===== src/rtl/alu_muldiv_seq_pkg.sv =====
// Shared CPU definitions used by the sequential multiply/divide unit.
// Op encodings and ALU function codes.
package alu_muldiv_seq_pkg;

  localparam int XLEN_C = 64;

  typedef enum logic [1:0] {
    OP_MUL  = 2'b00,
    OP_DIVU = 2'b01,
    OP_REMU = 2'b10,
    OP_RSVD = 2'b11
  } md_op_e;

  localparam logic [2:0] ALU_ADD = 3'b000;

endpackage


===== src/rtl/alu_muldiv_seq_if.sv =====
// Request/response bundle of the sequential multiply/divide unit.
// The master issues requests; the unit is the slave.
interface alu_muldiv_seq_if #(
  parameter int XLEN = 64
);

  logic            start;
  logic [1:0]      op;
  logic [XLEN-1:0] opa;
  logic [XLEN-1:0] opb;
  logic            busy;
  logic            done;
  logic [XLEN-1:0] result;

  modport master (
    output start, op, opa, opb,
    input  busy, done, result
  );

  modport slave (
    input  start, op, opa, opb,
    output busy, done, result
  );

endinterface


===== src/rtl/alu_muldiv_seq.sv =====
// Iterative MUL/DIVU/REMU unit, one shared-ALU operation per cycle.
// Shift-add multiply and restoring division over 64 iterations.
module alu_muldiv_seq
  import alu_muldiv_seq_pkg::*;
#(
  parameter int XLEN = 64
) (
  input  logic            clk,
  input  logic            rst_n,
  alu_muldiv_seq_if.slave bus,
  output logic [XLEN-1:0] alu_a,
  output logic [XLEN-1:0] alu_b,
  output logic [2:0]      alu_func,
  output logic            alu_sub_sra,
  input  logic [XLEN-1:0] alu_s,
  input  logic            alu_lu
);

  typedef enum logic [1:0] {
    S_IDLE,
    S_RUN,
    S_FIN
  } state_e;

  state_e          state_q;
  md_op_e          op_q;
  md_op_e          op_in;
  logic [XLEN-1:0] a_q, b_q, c_q;
  logic [XLEN-1:0] a_d, c_d;
  logic [XLEN-1:0] cand, res_d;
  logic [6:0]      cnt_q;
  logic            busy_q, done_q;
  logic [XLEN-1:0] result_q;
  logic            run, is_mul;
  logic            rsvd, dz;

  // a: acc / rem, b: mcand / divisor, c: mplier / quo
  assign run    = (state_q == S_RUN);
  assign is_mul = (op_q == OP_MUL);
  assign cand   = {a_q[XLEN-2:0], c_q[XLEN-1]};

  assign alu_a       = run ? (is_mul ? a_q : cand) : '0;
  assign alu_b       = run ? b_q : '0;
  assign alu_sub_sra = run && !is_mul;
  assign alu_func    = ALU_ADD;

  assign op_in = md_op_e'(bus.op);
  assign rsvd  = (op_in == OP_RSVD);
  assign dz    = (op_in == OP_DIVU || op_in == OP_REMU)
              && (bus.opb == '0);

  always_comb begin
    a_d = a_q;
    c_d = c_q;
    if (is_mul) begin
      if (c_q[0]) a_d = alu_s;
      c_d = c_q >> 1;
    end else if (a_q[XLEN-1] || !alu_lu) begin
      a_d = alu_s;
      c_d = {c_q[XLEN-2:0], 1'b1};
    end else begin
      a_d = cand;
      c_d = {c_q[XLEN-2:0], 1'b0};
    end
  end

  assign res_d = (op_q == OP_DIVU) ? c_d : a_d;

  assign bus.busy   = busy_q;
  assign bus.done   = done_q;
  assign bus.result = result_q;

  always_ff @(posedge clk or negedge rst_n) begin
    if (!rst_n) begin
      state_q  <= S_IDLE;
      op_q     <= OP_MUL;
      a_q      <= '0;
      b_q      <= '0;
      c_q      <= '0;
      cnt_q    <= '0;
      busy_q   <= 1'b0;
      done_q   <= 1'b0;
      result_q <= '0;
    end else begin
      unique case (state_q)
        S_IDLE: begin
          if (bus.start) begin
            op_q   <= op_in;
            cnt_q  <= '0;
            busy_q <= 1'b1;
            a_q    <= '0;
            b_q    <= (op_in == OP_MUL) ? bus.opa : bus.opb;
            c_q    <= (op_in == OP_MUL) ? bus.opb : bus.opa;
            unique case (1'b1)
              rsvd: begin
                state_q  <= S_FIN;
                done_q   <= 1'b1;
                result_q <= '0;
              end
              dz: begin
                state_q  <= S_FIN;
                done_q   <= 1'b1;
                result_q <= (op_in == OP_DIVU) ? '1 : bus.opa;
              end
              default: state_q <= S_RUN;
            endcase
          end
        end
        S_RUN: begin
          a_q   <= a_d;
          b_q   <= is_mul ? (b_q << 1) : b_q;
          c_q   <= c_d;
          cnt_q <= cnt_q + 7'd1;
          if (cnt_q == 7'd63) begin
            state_q  <= S_FIN;
            done_q   <= 1'b1;
            result_q <= res_d;
          end
        end
        S_FIN: begin
          state_q <= S_IDLE;
          done_q  <= 1'b0;
          busy_q  <= 1'b0;
        end
        default: state_q <= S_IDLE;
      endcase
    end
  end

endmodule


===== src/flat_wrapper.sv =====
// flat-port wrapper written by rule: the top's interface ports become plain ports
module alu_muldiv_seq_flat import alu_muldiv_seq_pkg::*;
#(
  parameter int XLEN = 64
)
  (clk, rst_n, alu_a, alu_b, alu_func, alu_sub_sra, alu_s, alu_lu, bus_start, bus_op, bus_opa, bus_opb, bus_busy, bus_done, bus_result);
  alu_muldiv_seq_if #(.XLEN(XLEN)) bus_i ();
  input  logic clk;
  input  logic rst_n;
  output logic [XLEN-1:0] alu_a;
  output logic [XLEN-1:0] alu_b;
  output logic [2:0] alu_func;
  output logic alu_sub_sra;
  input  logic [XLEN-1:0] alu_s;
  input  logic alu_lu;
  input wire logic [$bits(bus_i.start)-1:0] bus_start;
  input wire logic [$bits(bus_i.op)-1:0] bus_op;
  input wire logic [$bits(bus_i.opa)-1:0] bus_opa;
  input wire logic [$bits(bus_i.opb)-1:0] bus_opb;
  output wire logic [$bits(bus_i.busy)-1:0] bus_busy;
  output wire logic [$bits(bus_i.done)-1:0] bus_done;
  output wire logic [$bits(bus_i.result)-1:0] bus_result;
  assign bus_i.start = bus_start;
  assign bus_i.op = bus_op;
  assign bus_i.opa = bus_opa;
  assign bus_i.opb = bus_opb;
  assign bus_busy = bus_i.busy;
  assign bus_done = bus_i.done;
  assign bus_result = bus_i.result;
  alu_muldiv_seq #(.XLEN(XLEN)) u_core (.clk(clk), .rst_n(rst_n), .bus(bus_i), .alu_a(alu_a), .alu_b(alu_b), .alu_func(alu_func), .alu_sub_sra(alu_sub_sra), .alu_s(alu_s), .alu_lu(alu_lu));
endmodule

===== config.mk =====
export PLATFORM = sky130hd
export DESIGN_NAME = alu_muldiv_seq_flat
export DESIGN_NICKNAME = d
export VERILOG_FILES = /design/src/rtl/alu_muldiv_seq_pkg.sv /design/src/rtl/alu_muldiv_seq_if.sv /design/src/rtl/alu_muldiv_seq.sv /design/src/flat_wrapper.sv
export SDC_FILE = /design/constraint.sdc
export NUM_CORES = 1
export LEC_CHECK = 0
export ABC_AREA = 1
export CAP_MARGIN = 20
export CORE_ASPECT_RATIO = 0.6
export CORE_UTILIZATION = 35
export CTS_CLUSTER_DIAMETER = 150
export DETAILED_ROUTE_END_ITERATION = 8
export GPL_TIMING_DRIVEN = 0
export PLACE_DENSITY = 0.56
export REMOVE_ABC_BUFFERS = 1
export SYNTH_ARGS = -nofsm -noshare
export SYNTH_HDL_FRONTEND = slang
export SYNTH_SLANG_ARGS = --single-unit

===== constraint.sdc =====
create_clock -name clk -period 3.35 [get_ports clk]
set_clock_uncertainty 0.1 [all_clocks]
set_input_delay 0.335 -clock clk [delete_from_list [all_inputs] [get_ports clk]]
set_output_delay 0.335 -clock clk [all_outputs]
set_load 0.02 [all_outputs]

======== Yosys cells after proc, flatten, opt, wreduce, memory -nomap -nowiden ========
Cells that the tools add are included.
operators by class
  add/subtract/negate cells ............... 1
  equal/unequal tests ..................... 12
  muxes and demuxes ....................... 35
  reduce and logical (&&, ||, !) cells .... 21
operator list
  operator                                                                 count
  64-bit 2-to-1 mux                                                        17
  64-bit case mux with 2 select lines                                      5
  64-bit logical NOT                                                       1
  7-bit case mux with 2 select lines                                       1
  2-bit inequality test, second input constant                             4
  2-bit AND reduction                                                      4
  4-bit AND reduction                                                      2
  7-bit by 1-bit adder with 7-bit output, second input constant            1
  7-bit by 6-bit equality test with 1-bit output, second input constant    1
  7-bit 2-to-1 mux                                                         1
  2-bit by 1-bit equality test with 1-bit output, second input constant    3
  2-bit equality test, second input constant                               3
  2-bit logical NOT                                                        3
  2-bit 2-to-1 mux                                                         3
  1-bit 2-to-1 mux                                                         5
  2-bit case mux with 2 select lines                                       1
  2-bit nonzero test                                                       2
  3-bit by 1-bit inequality test with 1-bit output, second input constant  1
  1-bit case mux with 3 select lines                                       1
  3-bit AND reduction                                                      1
  3-bit nonzero test                                                       1
  1-bit logical AND                                                        2
  1-bit logical NOT                                                        2
  1-bit logical OR                                                         2
  2 further kinds                                                          2
word-level totals
  register bits ........................... 269
  input port bits ......................... 198
  output and inout port bits .............. 198
  word-level logic and storage cells ...... 78

======== Depth between registers and ports, before layout ========
Gate-level depths: netlist of run 1.
  depth in word-level cells ............... 7
  gate-level depth with buffers ........... 13
  depth with buffers taken out ............ 11

======== Worst setup path before layout of run 1 ========
No wires, ideal clock.
  kind .................................... reg-to-output
  start point ............................. reg u_core.state_q[1]
  end point ............................... out alu_a[10]
  data arrival time ....................... 1.683 ns
  data required time ...................... 2.915 ns
  setup slack ............................. 1.232 ns
  stages on the path, launching flop included .. 8
  buffers on the path ..................... 2
  cells stage by stage .................... dfrtp_1 > nor2_8 > inv_4 > nor2_4 > inv_2 > buf_2 > clkbuf_1 > o22ai_1
on the way
  cells in the longest elaborated chain, start to end .. 2
RTL lines
  element                                         RTL line               source
  from (decl)                                     alu_muldiv_seq.sv:25   state_e state_q;
  from (signal assigned)                          alu_muldiv_seq.sv:75   state_q <= S_IDLE;
  from (signal assigned)                          alu_muldiv_seq.sv:96   state_q <= S_FIN;
  from (signal assigned)                          alu_muldiv_seq.sv:101  state_q <= S_FIN;
  2-bit by 1-bit equality test with 1-bit output  alu_muldiv_seq.sv:38   assign run = (state_q == S_RUN);
  64-bit 2-to-1 mux                               alu_muldiv_seq.sv:42   assign alu_a = run ? (is_mul ? a_q : cand) : '0;
  to (decl)                                       flat_wrapper.sv:10     output logic [XLEN-1:0] alu_a;
Every way passes these cells.

======== Worst setup path in the final report of run 1 ========
  start point ............................. reg u_core.state_q[0]
  end point ............................... out alu_b[56]
on the way
  cells in the longest elaborated chain, start to end .. 2
RTL lines
  element                                         RTL line              source
  2-bit by 1-bit equality test with 1-bit output  alu_muldiv_seq.sv:38
  64-bit 2-to-1 mux                               alu_muldiv_seq.sv:43  assign alu_b = run ? b_q : '0;
  to (decl)                                       flat_wrapper.sv:11    output logic [XLEN-1:0] alu_b;
Every way passes these cells.

==> results of run 1 <==
cells by family (layout without fill, tap and decap cells):
group                      after synthesis  after routing  share of synthesized area (%)
and+or+nand+nor                       1218           1221                          27.38
DFF                                    269            269                          36.78
adders and majority gates                4              4                         0.2734
xor gates and xnor gates                 1              1                        0.04786
other                                    1              7                        0.02049
AOI/OAI and AO/OA                      749            749                          23.75
buffers and inverters                  525            795                          11.74
sequential cells by signal (all words and copies together), names as in the netlist:
name,flops
u_core.bus.result,64
u_core.c_q,64
u_core.a_q,64
u_core.state_q,2
u_core.bus.busy,1
u_core.op_q,2
u_core.cnt_q,7
u_core.b_q,64
u_core.bus.done,1
per-layer routing:
layer	global-route usage [%]	up-vias
met3	6.361	142
met4	8.011	4
met5	0	-
met2	47.89	1013
met1	43.24	10060
li1	-	9768
synth_stat cells:
cell type  number  share of area (%)
a21oi_1        47                1.3
inv_4           1              0.034
nor2_2          1              0.034
a211oi_1       57                2.3
nor2_1        299                6.1
nor3_1          2              0.055
dfrtp_1       269                 37
o21ai_1        28               0.77
nor4_1          1              0.034
ha_1            4               0.27
a221oi_1        3               0.14
or2_1           1              0.034
inv_1         280                5.7
nand2_1       654                 13
buf_4          13               0.53
buf_1          24               0.49
buf_2          78                2.1
nand3_1       191                5.2
nor2_8          1               0.11
inv_2           3              0.062
nor2_4          1              0.062
a32o_1          1              0.055
nand2_2         1              0.034
clkbuf_1      122                2.5
o211ai_1      122                5.0
o21ai_0       388                 11
nand4_1        65                2.2
o22ai_1       100                3.4
xor2_1          1              0.048
conb_1          1              0.020
a22oi_1         1              0.041
buf_6           4               0.25
or2_2           1              0.034
o32ai_1         1              0.048
a22o_1          1              0.048
worst reg2reg max path: cells and delay by family (launching register included):
family / cells / cell delay [ns]
and+or+nand+nor: 3 / 1.43
AOI/OAI and AO/OA: 2 / 0.40
buffers and inverters: 2 / 0.74
DFF: 1 / 0.45
cell type report:
| type | count | area, um^2 |
|---|---|---|
| repair inverters | 4 | 32.53 |
| diodes | 4 | 10.01 |
| clock buffers | 43 | 900.9 |
| well taps | 693 | 867.1 |
| clock inverters | 11 | 105.1 |
| flip-flops and latches | 269 | 6738 |
| fillers | 5145 | 26800 |
| repair buffers | 453 | 5024 |
| inverters | 284 | 1100 |
| multi-input cells | 1978 | 9677 |
where the power goes:
| part | switching (W) | leakage (nW) | internal (W) | total, W |
|---|---|---|---|---|
| registers | 0.00113 | 3.37 | 0.00479 | 0.00592 |
| clock network | 0.00152 | 0.508 | 0.00201 | 0.00353 |
| logic | 0.0109 | 7.63 | 0.00602 | 0.0169 |
worst min path at each step:
stage	end	slack (ns)
detailed placement	u_core.b_q[8]	0.35
finish	u_core.b_q[8]	0.30
global route	u_core.b_q[8]	0.36
global placement	u_core.bus.result[19]	0.36
CTS	u_core.b_q[8]	0.31
floorplan	u_core.a_q[0]	-0.06
per-stage QoR:
step / hold slack, ns / instance area (um^2) / cells / total power [W] / setup TNS (ns)
finish: 0.3047 / 24450 / 3739 / 0.02633 / 0
global placement: 0.3566 / 22020 / 3613 / 0.02047 / -6222.74
detailed placement: 0.3548 / 22970 / 3646 / 0.02137 / -226.62
global route: 0.3568 / 24450 / 3737 / 0.02806 / -0.05234
CTS: 0.3093 / 24630 / 3735 / 0.02633 / 0
floorplan: -0.06059 / 17230 / 2528 / 0.01469 / -960.50
repair_timing:
item                                    4_1_cts  5_1_grt
endpoints found under the setup margin      340      164
hold buffers                                  1        0
pin swaps                                     6        1
buffers inserted                             15        0
hold endpoints to repair                     91        0
resized for setup                           186       72
gates cloned                                 19        0
==> flow_metrics.env, run 1 <==
export IMPL_cp_num_buf_inv=7
export IMPL_cp_required_ns=2.91
export IMPL_die_x_um=297.2
export IMPL_grt_max_degree=134
export IMPL_rr_endpoint="u_core.c_q[63]"
export IMPL_coreArea_um2=51250
export IMPL_start_util_pct=35.72
export IMPL_critPathLaunchType="flip-flop"
export IMPL_reg2reg_slack_ns=0.09
export IMPL_cp_depth=9
export IMPL_met3_length_um=7393
export IMPL_status="completed"
export IMPL_route_detailed_drc=0
export IMPL_area_growth_pct=33.60
export IMPL_num_vias=20980
export IMPL_clkSinkCount=269
export IMPL_gp_congestion=0.8294
export IMPL_period_needed_ns=3.276
export IMPL_power_density_nw_per_um2=1077
export IMPL_syn_cell_area_um2=18300
export IMPL_dp_worst_setup_slack_ns=-1.221
export IMPL_hold_violations=0
export IMPL_cts_buffer_depth=3
export IMPL_grt_overflow_total=0
export IMPL_cts_tree="built"
export IMPL_critical_path_class="flip-flop to output port"
export IMPL_num_io_pins=396
export IMPL_worst_pin_slew_ns=0.9573
export IMPL_vias_per_cell=5.612
export IMPL_fin_nets=3222
export IMPL_yosysWarnings=0
export IMPL_die_y_um=179.1
export IMPL_r2r_start="u_core.state_q[1]"
export IMPL_finalWorstSetupSlack_ns=0.07360
export IMPL_path_common_cell="buf_16"
export IMPL_grt_use_total_pct=30.76
export IMPL_worst_path_largest_cell_delay_ns=0.67
export IMPL_fin_util_pct=47.71
export IMPL_antenna_found_initial=8
export IMPL_portBuffers=392
export IMPL_placementRows=64
export IMPL_grt_pass1_vias=20240
export IMPL_ys_types=35
export IMPL_grt_pass1_wl_um=125900
export IMPL_cp_endpoint="alu_b[56]"
export IMPL_r2r_cells=7
export IMPL_routed_wl_um=83760
export IMPL_ys_ff_latch=269
export IMPL_h_tree_depth=1
export IMPL_insertion_delay_ns=0.59
export IMPL_syn_inst=2767
export IMPL_hold_class="input pin to async pin"
export IMPL_wl_met1_um=37420
export IMPL_yosysSeqAreaShare_pct=36.78
export IMPL_dp_hpwl_um=49740
export IMPL_crit_family="buffers and inverters"
export IMPL_slew_limit_headroom_pct=36.18
export IMPL_timing_final_crit_share_pct=97.80
export IMPL_cp_cell_sequence="inv_4, nor2_8, buf_16, buf_16, buf_16, inv_16, buf_16, nor2_1, clkdlybuf4s50_1"
export IMPL_drtAntennaViolNets=0
export IMPL_p_leak_nw=11.51
export IMPL_cts_buffers=30
export IMPL_cap_violations=0
export IMPL_clkSlewWorstSetupHoldPaths_ns=0.06
export IMPL_drv_slew=0
export IMPL_drtIter0Drc=2011
export IMPL_syn_avg_cell_area_um2=6.615
export IMPL_cpMaxStageDelayCell="clkdlybuf4s50_1"
export IMPL_crit_start="u_core.state_q[0]"
export IMPL_top_layer_used="met5"
export IMPL_clockRootBuffer="clkbuf_16"
export IMPL_layout_drive_gt1_share_pct=6.739
export IMPL_dieArea_um2=53250
export IMPL_setup_viol=0
export IMPL_arrival_ns=2.84
export IMPL_drt_pass1_iterations=6
export IMPL_cp_end_kind="output port"
export IMPL_layout_commonest_cell="nand2_1"
export IMPL_fmax_mhz=305.2
export IMPL_layout_common_cells="648 x nand2_1, 388 x o21ai_0, 318 x clkdlybuf4s50_1"
export IMPL_crit_fanout=19
export IMPL_irDropWorstVdd_uv=583.0
export IMPL_dr_wl_met2_um=37020
export IMPL_wl_per_cell_um=22.40
Power figures use the tool's default switching activity.
==> inputs of run 2 (changes only) <==
--- a/config.mk
+++ b/config.mk
@@ -13,7 +13,7 @@
 export DETAILED_ROUTE_END_ITERATION = 8
 export GPL_TIMING_DRIVEN = 0
 export PLACE_DENSITY = 0.56
-export REMOVE_ABC_BUFFERS = 1
+export SKIP_LAST_GASP = 1
 export SYNTH_ARGS = -nofsm -noshare
 export SYNTH_HDL_FRONTEND = slang
 export SYNTH_SLANG_ARGS = --single-unit
==> flow_metrics.env, run 2 (same netlist as run 1, synthesis figures left out) <==
export IMPL_status="completed"
export IMPL_layout_cells_non_filler=3919
export IMPL_met3_length_um=6159
export IMPL_setup_tns_ns=0
export IMPL_grt_use_total_pct=30.75
export IMPL_clkSinkCount=269
export IMPL_insertion_delay_ns=0.59
export IMPL_cap_violations=0
export IMPL_wl_per_cell_um=21.41
export IMPL_top_layer_used="met4"
export IMPL_cp_end_kind="output port"
export IMPL_portBuffers=392
export IMPL_coreArea_um2=51250
export IMPL_cts_tree="built"
export IMPL_critical_path_class="flip-flop to output port"
export IMPL_grt_pass1_wl_um=125100
export IMPL_rsz0062_at_grt="false"
export IMPL_worst_path_largest_cell_delay_ns=0.63
export IMPL_p_comb_share_pct=63.8
export IMPL_fin_util_pct=47.11
export IMPL_worst_pin_slew_ns=1.033
export IMPL_antenna_found_initial=3
export IMPL_layout_commonest_cell="nand2_1"
export IMPL_r2r_cells=7
export IMPL_final_fill_count=5292
export IMPL_area_growth_pct=31.91
export IMPL_fin_nets=3401
export IMPL_reg2reg_slack_ns=0.77
export IMPL_cp_required_ns=2.91
export IMPL_cts_buffer_depth=3
export IMPL_routed_wl_um=83900
export IMPL_layout_drive_gt1_share_pct=5.400
export IMPL_clkSlewWorstSetupHoldPaths_ns=0.06
export IMPL_start_util_pct=35.72
export IMPL_wl_met1_um=38030
export IMPL_arrival_ns=2.82
export IMPL_h_tree_depth=1
export IMPL_slew_limit_headroom_pct=31.16
export IMPL_power_frac_seq_pct=22.6
export IMPL_clockRootBuffer="clkbuf_16"
export IMPL_p_leak_nw=11.37
export IMPL_vias_per_cell=5.567
export IMPL_drtAntennaViolNets=0
export IMPL_placed_cells=3856
export IMPL_critPathLaunchType="flip-flop"
export IMPL_num_vias=21820
export IMPL_route_detailed_drc=0
export IMPL_p_sw_share_pct=52.70
export IMPL_layout_common_cells="654 x nand2_1, 388 x o21ai_0, 331 x clkdlybuf4s50_1"
export IMPL_clkPwrFrac_pct=13.6
export IMPL_grt_pass1_vias=20090
export IMPL_gp_congestion=0.9281
export IMPL_cp_cell_sequence="nor2_2, nand2_1, buf_2, clkbuf_2, o22ai_1, clkdlybuf4s50_1"
export IMPL_r2r_start="u_core.state_q[0]"
export IMPL_hold_class="input pin to async pin"
export IMPL_cts_buffers=31
export IMPL_drt_pass1_iterations=6
export IMPL_drv_slew=0
export IMPL_setup_viol=0
export IMPL_period_needed_ns=3.256
export IMPL_rr_endpoint="u_core.a_q[8]"
export IMPL_irDropWorstVdd_uv=457.6
export IMPL_cpMaxStageDelayCell="clkdlybuf4s50_1"
export IMPL_p_int_w=0.01201
export IMPL_power_density_nw_per_um2=1052
export IMPL_die_y_um=179.1
export IMPL_num_io_pins=396
export IMPL_grt_max_degree=104
export IMPL_dieArea_um2=53250
export IMPL_drtIter0Drc=2352
export IMPL_fmax_mhz=307.1
export IMPL_crit_fanout=10
export IMPL_timing_final_crit_share_pct=97.19
export IMPL_placementRows=64
export IMPL_die_x_um=297.2
export IMPL_grt_overflow_total=0
export IMPL_p_switching_w=0.01339
export IMPL_dp_hpwl_um=64880
export IMPL_dr_wl_met2_um=36880
export IMPL_hold_violations=0
-- run 2: cell count changes in the layout (fill, tap and decap cells not counted), moves of 13 or more --
cell,before,now
dlygate4sd2_1,15,53
buf_12,14,0
buf_1,0,18
clkbuf_1,4,122
buf_2,40,81
clkdlybuf4s50_1,318,331
buf_16,23,2
-- run 2: repair_timing --
item                                   4_1_cts  5_1_grt
endpoints found under the hold margin      101        0
buffers inserted                             1        1
pin swaps                                    1        1
hold buffers                                 1        0
setup endpoints to repair                   64       64
resized for setup                           72       17
-- run 2: power groups by stage --
stage          combinational (W)  clock (W)  sequential [W]
3_3_place_gp              0.0160          0         0.00575
3_5_place_dp              0.0161          0         0.00576
5_1_grt                   0.0177    0.00365         0.00590
6_report                  0.0162    0.00346         0.00575
2_1_floorplan            0.00939          0         0.00581
4_1_cts                   0.0160    0.00351         0.00572
-- run 2: cell type report --
| type | instances | area [um^2] | area share [%] |
|---|---|---|---|
| repair buffers | 397 | 3933 | 16.29 |
| clock inverters | 8 | 67.56 | 0.2798 |
| diodes | 4 | 10.01 | 0.04146 |
| well taps | 693 | 867.1 | 3.591 |
| inverters | 284 | 1069 | 4.426 |
| flip-flops and latches | 269 | 6731 | 27.88 |
| multi-input cells | 1975 | 9437 | 39.08 |
| clock buffers | 48 | 929.6 | 3.850 |
| plain buffers | 241 | 1101 | 4.560 |
-- run 2: through the flow --
stage | worst slack [ns] | instance area [um^2] | hold slack (ns) | power (W)
floorplan | 1.232 | 18310 | -0.06059 | 0.01520
global placement | -10.82 | 23100 | 0.3560 | 0.02171
detailed placement | 0.01587 | 23160 | 0.3598 | 0.02188
CTS | -0.04381 | 24120 | 0.3457 | 0.02518
global route | 0.002620 | 24140 | 0.3831 | 0.02726
finish | 0.09410 | 24140 | 0.2845 | 0.02540
-- run 2: how the worst max path moves through the flow --
stage | startpoint | to | cells after the start | slack [ns]
after CTS | u_core.state_q[0] | alu_a[45] | 9 | -0.04
after global routing | u_core.op_q[0] | alu_a[0] | 6 | 0.003
after floorplan | u_core.state_q[1] | alu_a[10] | 7 | 1.23
after global placement | rst_n | u_core.b_q[53] | 1 | -10.82
final | u_core.op_q[0] | alu_a[0] | 6 | 0.09
after detailed placement | bus_op[0] | u_core.bus.result[18] | 13 | 0.02
-- run 2: layer usage --
layer / vias to the layer above / track usage, %
met1: 10530 / 43.97
met5: - / 0
met2: 1007 / 47.91
li1: 10130 / -
met3: 147 / 4.083
met4: 0 / 9.966
-- run 2: worst max-delay path: cells and delay by family (launching register included) --
family / cells / cell delay (ns)
AND/OR/NAND/NOR: 2 / 0.44
buffers and inverters: 3 / 1.12
flip-flops: 1 / 0.41
AO/OA/AOI/OAI: 1 / 0.25
==> inputs of run 3 (changes only) <==
--- a/config.mk
+++ b/config.mk
@@ -13,6 +13,7 @@
 export DETAILED_ROUTE_END_ITERATION = 8
 export GPL_TIMING_DRIVEN = 0
 export PLACE_DENSITY = 0.56
+export SKIP_CTS_REPAIR_TIMING = 1
 export SKIP_LAST_GASP = 1
 export SYNTH_ARGS = -nofsm -noshare
 export SYNTH_HDL_FRONTEND = slang
==> flow_metrics.env, run 3 (same netlist as run 1, synthesis figures left out) <==
export IMPL_irDropWorstVdd_uv=454.4
export IMPL_portBuffers=392
export IMPL_coreArea_um2=51250
export IMPL_cp_end_kind="output port"
export IMPL_fin_nets=3401
export IMPL_critPathLaunchType="flip-flop"
export IMPL_status="complete, but fails checks"
export IMPL_p_leak_nw=12.06
export IMPL_grt_pass1_vias=20070
export IMPL_cts_buffer_depth=3
export IMPL_layout_drive_gt1_share_pct=5.276
export IMPL_critical_path_class="flip-flop to output port"
export IMPL_drv_slew=0
export IMPL_clkSinkCount=269
export IMPL_cts_buffers=31
export IMPL_gp_congestion=0.9281
export IMPL_area_growth_pct=33.09
export IMPL_timing_final_crit_share_pct=101.2
export IMPL_insertion_delay_ns=0.58
export IMPL_dp_hpwl_um=64880
export IMPL_h_tree_depth=1
export IMPL_antenna_found_initial=3
export IMPL_num_vias=21940
export IMPL_finish_instance_area_um2=24360
export IMPL_violations="negative setup slack"
export IMPL_place_area_um2=23160
export IMPL_power_density_nw_per_um2=1053
export IMPL_grt_use_total_pct=30.69
export IMPL_routed_wl_um=84270
export IMPL_drtIter0Drc=2307
export IMPL_start_util_pct=35.72
export IMPL_vias_per_cell=5.599
export IMPL_arrival_ns=2.96
export IMPL_rsz0062_at_grt="true"
export IMPL_rr_endpoint="u_core.b_q[61]"
export IMPL_r2r_cells=8
export IMPL_layout_commonest_cell="nand2_1"
export IMPL_drt_pass1_iterations=8
export IMPL_grt_overflow_total=0
export IMPL_grt_max_degree=104
export IMPL_layout_common_cells="654 x nand2_1, 388 x o21ai_0, 334 x clkdlybuf4s50_1"
export IMPL_drtAntennaViolNets=0
export IMPL_hold_class="input pin to async pin"
export IMPL_clkSlewWorstSetupHoldPaths_ns=0.06
export IMPL_period_needed_ns=3.392
export IMPL_dieArea_um2=53250
export IMPL_setup_viol=3
export IMPL_slew_limit_headroom_pct=28.29
export IMPL_die_y_um=179.1
export IMPL_clockRootBuffer="clkbuf_16"
export IMPL_worst_pin_slew_ns=1.076
export IMPL_power_total_w=0.02564
export IMPL_cp_required_ns=2.91
export IMPL_route_detailed_drc=0
export IMPL_reg2reg_slack_ns=0.75
export IMPL_r2r_start="u_core.state_q[0]"
export IMPL_num_io_pins=396
export IMPL_crit_fanout=10
export IMPL_layout_cells_non_filler=3919
export IMPL_die_x_um=297.2
export IMPL_grt_pass1_wl_um=124900
export IMPL_fmax_mhz=294.8
export IMPL_cts_tree="built"
export IMPL_wl_per_cell_um=21.50
export IMPL_hold_violations=0
export IMPL_placementRows=64
export IMPL_cap_violations=0
export IMPL_finalWorstSetupSlack_ns=-0.04162
export IMPL_placed_cells=3856
-- run 3: cell types whose count changed in the layout (fill, tap and decap cells not counted) --
| cell | previous run | this run |
|---|---|---|
| buf_2 | 81 | 80 |
| clkbuf_2 | 12 | 10 |
| clkdlybuf4s15_1 | 5 | 0 |
| dlygate4sd2_1 | 53 | 0 |
| nor2_2 | 1 | 0 |
| dlymetal6s2s_1 | 0 | 57 |
| o22ai_1 | 99 | 100 |
| o22ai_2 | 1 | 0 |
| nor2_4 | 1 | 2 |
| buf_1 | 18 | 19 |
| clkdlybuf4s50_1 | 331 | 334 |
-- run 3: per-stage QoR --
| stage | hold slack (ns) | setup TNS [ns] | setup WS (ns) | util (%) |
|---|---|---|---|---|
| floorplan | -0.06059 | 0 | 1.232 | - |
| global placement | 0.3560 | -2899.22 | -10.82 | 45.08 |
| detailed placement | 0.3598 | 0 | 0.01587 | 45.20 |
| CTS | -0.2538 | -24.41 | -0.5233 | 47.14 |
| global route | 0.3831 | -0.3506 | -0.1201 | 47.53 |
| finish | 0.2899 | -0.1075 | -0.04162 | 47.53 |
-- run 3: worst max path at each step --
stage / startpoint / end / slack [ns] / cells past startpoint
floorplan: u_core.state_q[1] / alu_a[10] / 1.23 / 7
global placement: rst_n / u_core.b_q[53] / -10.82 / 1
detailed placement: bus_op[0] / u_core.bus.result[18] / 0.02 / 13
CTS: u_core.state_q[1] / alu_a[53] / -0.52 / 8
global route: u_core.state_q[0] / alu_a[6] / -0.12 / 9
finish: u_core.state_q[0] / alu_a[5] / -0.04 / 9
-- run 3: metal layers --
metal | routed length [um] | share of wire, % | global-route usage, %
met4 | 2867 | 3.4 | 9.966
met1 | 38080 | 45 | 43.88
met2 | 37060 | 44 | 47.68
met3 | 6263 | 7.4 | 4.192
met5 | 0 | 0 | 0
-- run 3: cell type report --
cell class              instances  area (um^2)
clock buffers                  48        929.6
fillers                      5262        26890
diodes                          4        10.01
flip-flops and latches        269         6731
clock inverters                 8        67.56
repair buffers                397         4151
multi-input cells            1975         9435
plain buffers                 241         1100
well taps                     693        867.1
inverters                     284         1069
-- run 3: worst max-delay path: stages, from the launching register on --
cell and delay, ns:
dfrtp_1 0.40, inv_2 0.08, nor2_8 0.21, inv_4 0.14, nor2_4 0.14, inv_2 0.10, buf_2 0.26, clkbuf_2 0.25
o22ai_1 0.14, clkdlybuf4s50_1 0.63
-- run 3: report_power, final --
part,leakage [nW],total (W),switching [W],internal (W)
combinational,8.19,0.0164,0.0110,0.00546
clock,0.494,0.00346,0.00149,0.00197
sequential,3.37,0.00575,0.000969,0.00478
total,12.1,0.0256,0.0134,0.0122
